===== config.mk =====
export PLATFORM = sky130hd
export DESIGN_NAME = spi_driver_pair
export DESIGN_NICKNAME = d
export VERILOG_FILES = /design/src/rtl/spi_drv_pkg.sv /design/src/rtl/spi_master_core.sv /design/src/rtl/spi_slave_core.sv /design/src/rtl/spi_sync2.sv /design/src/rtl/spi_driver_pair.sv
export SDC_FILE = /design/constraint.sdc
export NUM_CORES = 1
export LEC_CHECK = 0
export CAP_MARGIN = 20
export CORE_ASPECT_RATIO = 0.9
export CORE_MARGIN = 2
export CORE_UTILIZATION = 25
export CTS_BUF_LIST = sky130_fd_sc_hd__clkbuf_2 sky130_fd_sc_hd__clkbuf_4 sky130_fd_sc_hd__clkbuf_8
export DETAILED_ROUTE_END_ITERATION = 7
export PLACE_DENSITY = 0.53
export SYNTH_ARGS = -nofsm -noshare
export SYNTH_HDL_FRONTEND = slang
export SYNTH_SLANG_ARGS = --single-unit

===== constraint.sdc =====
create_clock -name clk_i -period 3.8 [get_ports clk_i]
set_input_delay 0.76 -clock clk_i [delete_from_list [all_inputs] [get_ports clk_i]]
set_output_delay 0.76 -clock clk_i [all_outputs]
set_load 0.02 [all_outputs]

===== src/rtl/spi_drv_pkg.sv =====
// spi_drv_pkg: shared constants and master state encoding for the SPI driver pair
package spi_drv_pkg;
  localparam int DATA_W = 8;
  localparam int HALF_PERIOD_DEF = 4;
  localparam int CNT_W = 8;
  typedef enum logic [2:0] {IDLE, SETUP, HIGH, LOW, HOLD, GAP} mst_state_e;
endpackage


===== src/rtl/spi_master_core.sv =====
// spi_master_core: mode-0 MSB-first SPI master with a start/ready handshake
module spi_master_core #(
  parameter int HALF_PERIOD = spi_drv_pkg::HALF_PERIOD_DEF,
  parameter int DATA_W = spi_drv_pkg::DATA_W
) (
  input  logic              clk_i,
  input  logic              rst_i,
  input  logic              start_i,
  input  logic [DATA_W-1:0] data_in_i,
  output logic              ready_o,
  output logic [DATA_W-1:0] data_out_o,
  input  logic              miso_i,
  output logic              mosi_o,
  output logic              sclk_o,
  output logic              cs_o
);
  localparam int CW = spi_drv_pkg::CNT_W;
  localparam int BW = $clog2(DATA_W);
  spi_drv_pkg::mst_state_e state_q, state_d;
  logic [CW-1:0] cnt_q, cnt_d;
  logic [BW-1:0] bit_q, bit_d;
  logic [DATA_W-1:0] tx_q, tx_d, rx_q, rx_d, out_q, out_d;
  logic phase_end, last_bit, launch;
  assign phase_end = cnt_q == CW'(HALF_PERIOD - 1);
  assign last_bit = bit_q == BW'(DATA_W - 1);
  assign launch = state_q == spi_drv_pkg::IDLE && start_i;
  always_ff @(posedge clk_i) begin
    if (rst_i) begin
      state_q <= spi_drv_pkg::IDLE;
      cnt_q <= '0;
      bit_q <= '0;
      tx_q <= '0;
      rx_q <= '0;
      out_q <= '0;
    end else begin
      state_q <= state_d;
      cnt_q <= cnt_d;
      bit_q <= bit_d;
      tx_q <= tx_d;
      rx_q <= rx_d;
      out_q <= out_d;
    end
  end
  always_comb begin
    state_d = state_q;
    case (state_q)
      spi_drv_pkg::IDLE:  state_d = start_i ? spi_drv_pkg::SETUP : spi_drv_pkg::IDLE;
      spi_drv_pkg::SETUP: state_d = phase_end ? spi_drv_pkg::HIGH : spi_drv_pkg::SETUP;
      spi_drv_pkg::HIGH:  state_d = phase_end ? spi_drv_pkg::LOW : spi_drv_pkg::HIGH;
      spi_drv_pkg::LOW:   state_d = !phase_end ? spi_drv_pkg::LOW : last_bit ? spi_drv_pkg::HOLD : spi_drv_pkg::HIGH;
      spi_drv_pkg::HOLD:  state_d = phase_end ? spi_drv_pkg::GAP : spi_drv_pkg::HOLD;
      spi_drv_pkg::GAP:   state_d = phase_end ? spi_drv_pkg::IDLE : spi_drv_pkg::GAP;
      default:            state_d = spi_drv_pkg::IDLE;
    endcase
    cnt_d = (state_q == spi_drv_pkg::IDLE || phase_end) ? '0 : cnt_q + 1'b1;
    bit_d = (state_q == spi_drv_pkg::IDLE) ? '0 : (state_q == spi_drv_pkg::LOW && phase_end) ? bit_q + 1'b1 : bit_q;
    tx_d = launch ? data_in_i : (state_q == spi_drv_pkg::HIGH && phase_end) ? {tx_q[DATA_W-2:0], 1'b0} : tx_q;
    // MISO is sampled on the cycle SCLK rises, long after the slave set it up
    rx_d = (state_d == spi_drv_pkg::HIGH && state_q != spi_drv_pkg::HIGH) ? {rx_q[DATA_W-2:0], miso_i} : rx_q;
    out_d = (state_q == spi_drv_pkg::GAP && phase_end) ? rx_q : out_q;
  end
  always_comb begin
    ready_o = state_q == spi_drv_pkg::IDLE;
    cs_o = state_q == spi_drv_pkg::IDLE || state_q == spi_drv_pkg::GAP;
    sclk_o = state_q == spi_drv_pkg::HIGH;
    mosi_o = (state_q == spi_drv_pkg::IDLE || state_q == spi_drv_pkg::GAP) ? 1'b0 : tx_q[DATA_W-1];
    data_out_o = out_q;
  end
endmodule


===== src/rtl/spi_slave_core.sv =====
// spi_slave_core: mode-0 MSB-first SPI slave oversampling its pins in the clk_i domain
module spi_slave_core #(
  parameter int DATA_W = spi_drv_pkg::DATA_W
) (
  input  logic              clk_i,
  input  logic              rst_i,
  input  logic [DATA_W-1:0] data_in_i,
  output logic              ready_o,
  output logic [DATA_W-1:0] data_out_o,
  output logic              miso_o,
  input  logic              mosi_i,
  input  logic              sclk_i,
  input  logic              cs_i
);
  logic sclk_s, cs_s, mosi_s;
  logic sclk_p_q, cs_p_q, ready_q, ready_d, miso_q, miso_d;
  logic [DATA_W-1:0] tx_q, tx_d, rx_q, rx_d, out_q, out_d;
  logic cs_fall, cs_rise, sclk_rise, sclk_fall;
  // CS synchronizer resets high so leaving reset never looks like a deselect edge
  spi_sync2 #(.RST_VAL(1'b0)) u_sync_sclk (.clk_i, .rst_i, .d_i(sclk_i), .q_o(sclk_s));
  spi_sync2 #(.RST_VAL(1'b1)) u_sync_cs   (.clk_i, .rst_i, .d_i(cs_i),   .q_o(cs_s));
  spi_sync2 #(.RST_VAL(1'b0)) u_sync_mosi (.clk_i, .rst_i, .d_i(mosi_i), .q_o(mosi_s));
  assign cs_fall = cs_p_q && !cs_s;
  assign cs_rise = !cs_p_q && cs_s;
  assign sclk_rise = !sclk_p_q && sclk_s && !cs_s;
  assign sclk_fall = sclk_p_q && !sclk_s && !cs_s;
  always_ff @(posedge clk_i) begin
    if (rst_i) begin
      sclk_p_q <= 1'b0;
      cs_p_q <= 1'b1;
      ready_q <= 1'b1;
      miso_q <= 1'b0;
      tx_q <= '0;
      rx_q <= '0;
      out_q <= '0;
    end else begin
      sclk_p_q <= sclk_s;
      cs_p_q <= cs_s;
      ready_q <= ready_d;
      miso_q <= miso_d;
      tx_q <= tx_d;
      rx_q <= rx_d;
      out_q <= out_d;
    end
  end
  always_comb begin
    ready_d = cs_fall ? 1'b0 : cs_rise ? 1'b1 : ready_q;
    tx_d = cs_fall ? data_in_i : sclk_fall ? {tx_q[DATA_W-2:0], 1'b0} : tx_q;
    rx_d = cs_fall ? '0 : sclk_rise ? {rx_q[DATA_W-2:0], mosi_s} : rx_q;
    miso_d = cs_fall ? data_in_i[DATA_W-1] : cs_rise ? 1'b0 : sclk_fall ? tx_q[DATA_W-2] : miso_q;
    out_d = cs_rise ? rx_q : out_q;
  end
  assign ready_o = ready_q;
  assign miso_o = miso_q;
  assign data_out_o = out_q;
endmodule


===== src/rtl/spi_sync2.sv =====
// spi_sync2: two-flop synchronizer with a selectable reset level
module spi_sync2 #(
  parameter logic RST_VAL = 1'b0
) (
  input  logic clk_i,
  input  logic rst_i,
  input  logic d_i,
  output logic q_o
);
  logic meta_q, sync_q;
  always_ff @(posedge clk_i) begin
    if (rst_i) begin
      meta_q <= RST_VAL;
      sync_q <= RST_VAL;
    end else begin
      meta_q <= d_i;
      sync_q <= meta_q;
    end
  end
  assign q_o = sync_q;
endmodule


===== src/rtl/spi_driver_pair.sv =====
// spi_driver_pair: independent SPI master and slave drivers sharing one clock domain
module spi_driver_pair #(
  parameter int HALF_PERIOD = spi_drv_pkg::HALF_PERIOD_DEF,
  parameter int DATA_W = spi_drv_pkg::DATA_W
) (
  input  logic              clk_i,
  input  logic              rst_i,
  input  logic              m_start_i,
  input  logic [DATA_W-1:0] m_data_in_bi,
  output logic              m_ready_o,
  output logic [DATA_W-1:0] m_data_out_bo,
  input  logic              m_spi_miso_i,
  output logic              m_spi_mosi_o,
  output logic              m_spi_sclk_o,
  output logic              m_spi_cs_o,
  input  logic [DATA_W-1:0] s_data_in_bi,
  output logic              s_ready_o,
  output logic [DATA_W-1:0] s_data_out_bo,
  output logic              s_spi_miso_o,
  input  logic              s_spi_mosi_i,
  input  logic              s_spi_sclk_i,
  input  logic              s_spi_cs_i
);
  spi_master_core #(.HALF_PERIOD(HALF_PERIOD), .DATA_W(DATA_W)) u_master (
    .clk_i, .rst_i,
    .start_i(m_start_i), .data_in_i(m_data_in_bi),
    .ready_o(m_ready_o), .data_out_o(m_data_out_bo),
    .miso_i(m_spi_miso_i), .mosi_o(m_spi_mosi_o),
    .sclk_o(m_spi_sclk_o), .cs_o(m_spi_cs_o)
  );
  spi_slave_core #(.DATA_W(DATA_W)) u_slave (
    .clk_i, .rst_i,
    .data_in_i(s_data_in_bi),
    .ready_o(s_ready_o), .data_out_o(s_data_out_bo),
    .miso_o(s_spi_miso_o), .mosi_i(s_spi_mosi_i),
    .sclk_i(s_spi_sclk_i), .cs_i(s_spi_cs_i)
  );
endmodule


==> impl_metrics.env <==
export IMPL_outcome="finished, final reports clean"
export IMPL_clk_pin_slew_ns=0.07
export IMPL_yosysSeqAreaShare=0.501
export IMPL_syn_area_um2=2840
export IMPL_cpPeakStageDelay_ns=0.60
export IMPL_cts_root_buf="clkbuf_8"
export IMPL_htreeDepth=3
export IMPL_path_buf_inv=1
export IMPL_clk_latency_ns=0.34
export IMPL_skew_ns=0.0108
export IMPL_ys_warn_count=0
export IMPL_synth_edf_count=0
export IMPL_cts_buffers=9
export IMPL_cts_setup_buffers=0
export IMPL_synth_ff_type="dfxtp_1"
export IMPL_relSlewSlack=0.573
export IMPL_die_w_um=116
export IMPL_peakVddDrop_mv=0.189
export IMPL_drv_slew=0
export IMPL_ant_nets=0
export IMPL_vias_per_cell=4.22
export IMPL_final_cell_mix="71 x dfxtp_1, 53 x nor2_1, 43 x clkdlybuf4s50_1"
export IMPL_slowest_stage="clkdlybuf4s50_1"
export IMPL_synth_fp_nets=313
export IMPL_drv_cap=0
export IMPL_async_flop_share=0
export IMPL_drc=0
export IMPL_critPathKind="reg -> out"
export IMPL_cts_tree="done"
export IMPL_postSynthAreaPerCell_um2=9.95
export IMPL_core_um2=10900
export IMPL_grt_remaining_overflow=0
export IMPL_synth_distinct_cells=38
export IMPL_critPathCaptureType="output port"
export IMPL_dr_pass1_iters=4
export IMPL_hold_buffers=0
export IMPL_dr_first_iter_drc_count=76
export IMPL_required_ns=3.04
export IMPL_regArea_um2=1420
export IMPL_period_needed_ns=2.65
export IMPL_worstPathArrival_ns=1.89
export IMPL_fp_dieH_um=105
export IMPL_cts_sinks=71
export IMPL_port_buffers=44
export IMPL_grt_pass1_vias=2097
export IMPL_clockBufferDepth=2
export IMPL_synthCells=285
export IMPL_grt_pass1_wl_um=10000
export IMPL_power_density_nw_per_um2=403
export IMPL_antenna_found_initial=0
export IMPL_fmax_mhz=377
export IMPL_final_hold_viol_count=0
export IMPL_vias=2053
export IMPL_crit_family="buffers and inverters"
export IMPL_area_growth_pct=27.9
export IMPL_p_leak_nw=1.45
export IMPL_num_nets_final=357
export IMPL_finalSetupViolCount=0
export IMPL_crit_chain="xor2_1 -> nor2_1 -> nor2b_1 -> clkdlybuf4s50_1"
export IMPL_synth_top_cell_by_area="dfxtp_1"
export IMPL_dieArea_um2=12200
export IMPL_crit_fanout=11
export IMPL_tightest_slew_ns=0.637
export IMPL_startpoint_type="register"
export IMPL_grt_max_degree=22
export IMPL_drive_gt1_frac=0.120
export IMPL_place_inst=470
export IMPL_fill_cells=1142
export IMPL_grt_use_total=0.104
export IMPL_num_rows=36
export IMPL_final_cells=486
export IMPL_post_dp_hpwl_um=4140
export IMPL_drt_wl_total_um=5810
export IMPL_hold_class="reg -> reg"
export IMPL_ioPinCount=45
export IMPL_start_util=0.259
export IMPL_finalCritPeriodShare=0.698
export IMPL_yosysTopAreaCellShare=0.501
export IMPL_final_common_cell="dfxtp_1"
export IMPL_fin_tns_setup_ns=0
export IMPL_multi_input_area_um2=1340
export IMPL_ys_ff_latch=71
export IMPL_place_congestion=0.716
export IMPL_cts_resized=0
export IMPL_rsz0062_at_grt="false"
export IMPL_wire_per_inst_um=12.0
export IMPL_synth_area_leaders="dfxtp_1 50%, mux2i_1 14%, nor2_1 7.0%, nand2_1 2.5%, mux2_2 2.4%"
export IMPL_num_antenna_cells=0
export IMPL_finalPower_mw=1.46
-- kinds of logic after synthesis --
kind of cell | synth area share
buf+inv | 0.0278
compound gates | 0.0512
mux | 0.169
fa+ha+maj | 0.0221
flops | 0.501
simple gates | 0.204
xor+xnor | 0.0247
-- flip-flops by register name, summed over array words and instances (netlist names) --
| signal | cells |
|---|---|
| u_master.tx_q | 8 |
| u_master.state_q | 3 |
| u_slave.rx_q | 8 |
| u_slave.tx_q | 7 |
| u_slave.cs_p_q | 1 |
| u_slave.u_sync_sclk.q_o | 1 |
| u_slave.ready_o | 1 |
| u_slave.u_sync_cs.meta_q | 1 |
| u_slave.sclk_p_q | 1 |
| u_master.data_out_o | 8 |
| u_slave.u_sync_mosi.meta_q | 1 |
| u_master.rx_q | 8 |
| u_master.cnt_q | 8 |
| u_slave.data_out_o | 8 |
| u_slave.u_sync_cs.q_o | 1 |
| u_slave.miso_o | 1 |
| u_slave.u_sync_mosi.q_o | 1 |
| u_slave.u_sync_sclk.meta_q | 1 |
| u_master.bit_q | 3 |
-- through the flow --
stage,instance area [um2],hold slack [ns],worst slack [ns],utilization
finish,3630,0.409,1.15,0.331
global route,3630,0.431,0.964,0.331
CTS,3630,0.411,1.13,0.331
detailed placement,3420,0.393,1.52,0.313
global placement,3420,0.392,1.55,0.313
floorplan,2840,0.389,1.91,-
-- Yosys cell counts, types with 2 or more instances --
library cell	instances
nand3_1	8
buf_2	3
xor2_1	4
o21ai_0	3
dfxtp_1	71
inv_1	5
ha_1	5
and4bb_2	2
nor3b_1	3
clkbuf_1	8
a211oi_1	7
or2_2	5
nand2_1	19
nor2b_1	6
a21oi_1	11
nor2_1	53
mux2i_1	41
buf_1	2
mux2_2	6
and3_1	2
xnor2_1	4
-- final cells by class --
cell class / instances / share of cell area
well taps: 152 / 0.0524
inverters: 5 / 0.00518
clock buffers: 11 / 0.0400
repair buffers: 47 / 0.126
multi-input cells: 195 / 0.368
clock inverters: 5 / 0.0159
flip-flops and latches: 71 / 0.392
-- metal layers --
metal,vias up,global-route usage,part of all wire
met5,-,0,0
met4,0,0.0408,0.014
met3,8,0.0342,0.036
li1,1059,-,-
met1,959,0.132,0.48
met2,27,0.161,0.47
-- final timing paths --
path | startpoint | endpoint | depth (start not counted) | slack, ns
min | u_slave.u_sync_cs.meta_q | u_slave.u_sync_cs.q_o | 1 | 0.41
min reg2reg | u_slave.u_sync_cs.meta_q | u_slave.u_sync_cs.q_o | 1 | 0.41
max | u_master.state_q[2] | m_spi_mosi_o | 4 | 1.15
max reg2reg | u_master.cnt_q[0] | u_master.data_out_o[0] | 5 | 1.79
-- power by group --
| group | total, mW | internal (mW) | switching [mW] |
|---|---|---|---|
| clock network | 0.610 | 0.329 | 0.281 |
| logic | 0.0837 | 0.0440 | 0.0397 |
| registers | 0.768 | 0.759 | 0.00943 |
Power figures use the tool's default switching activity.
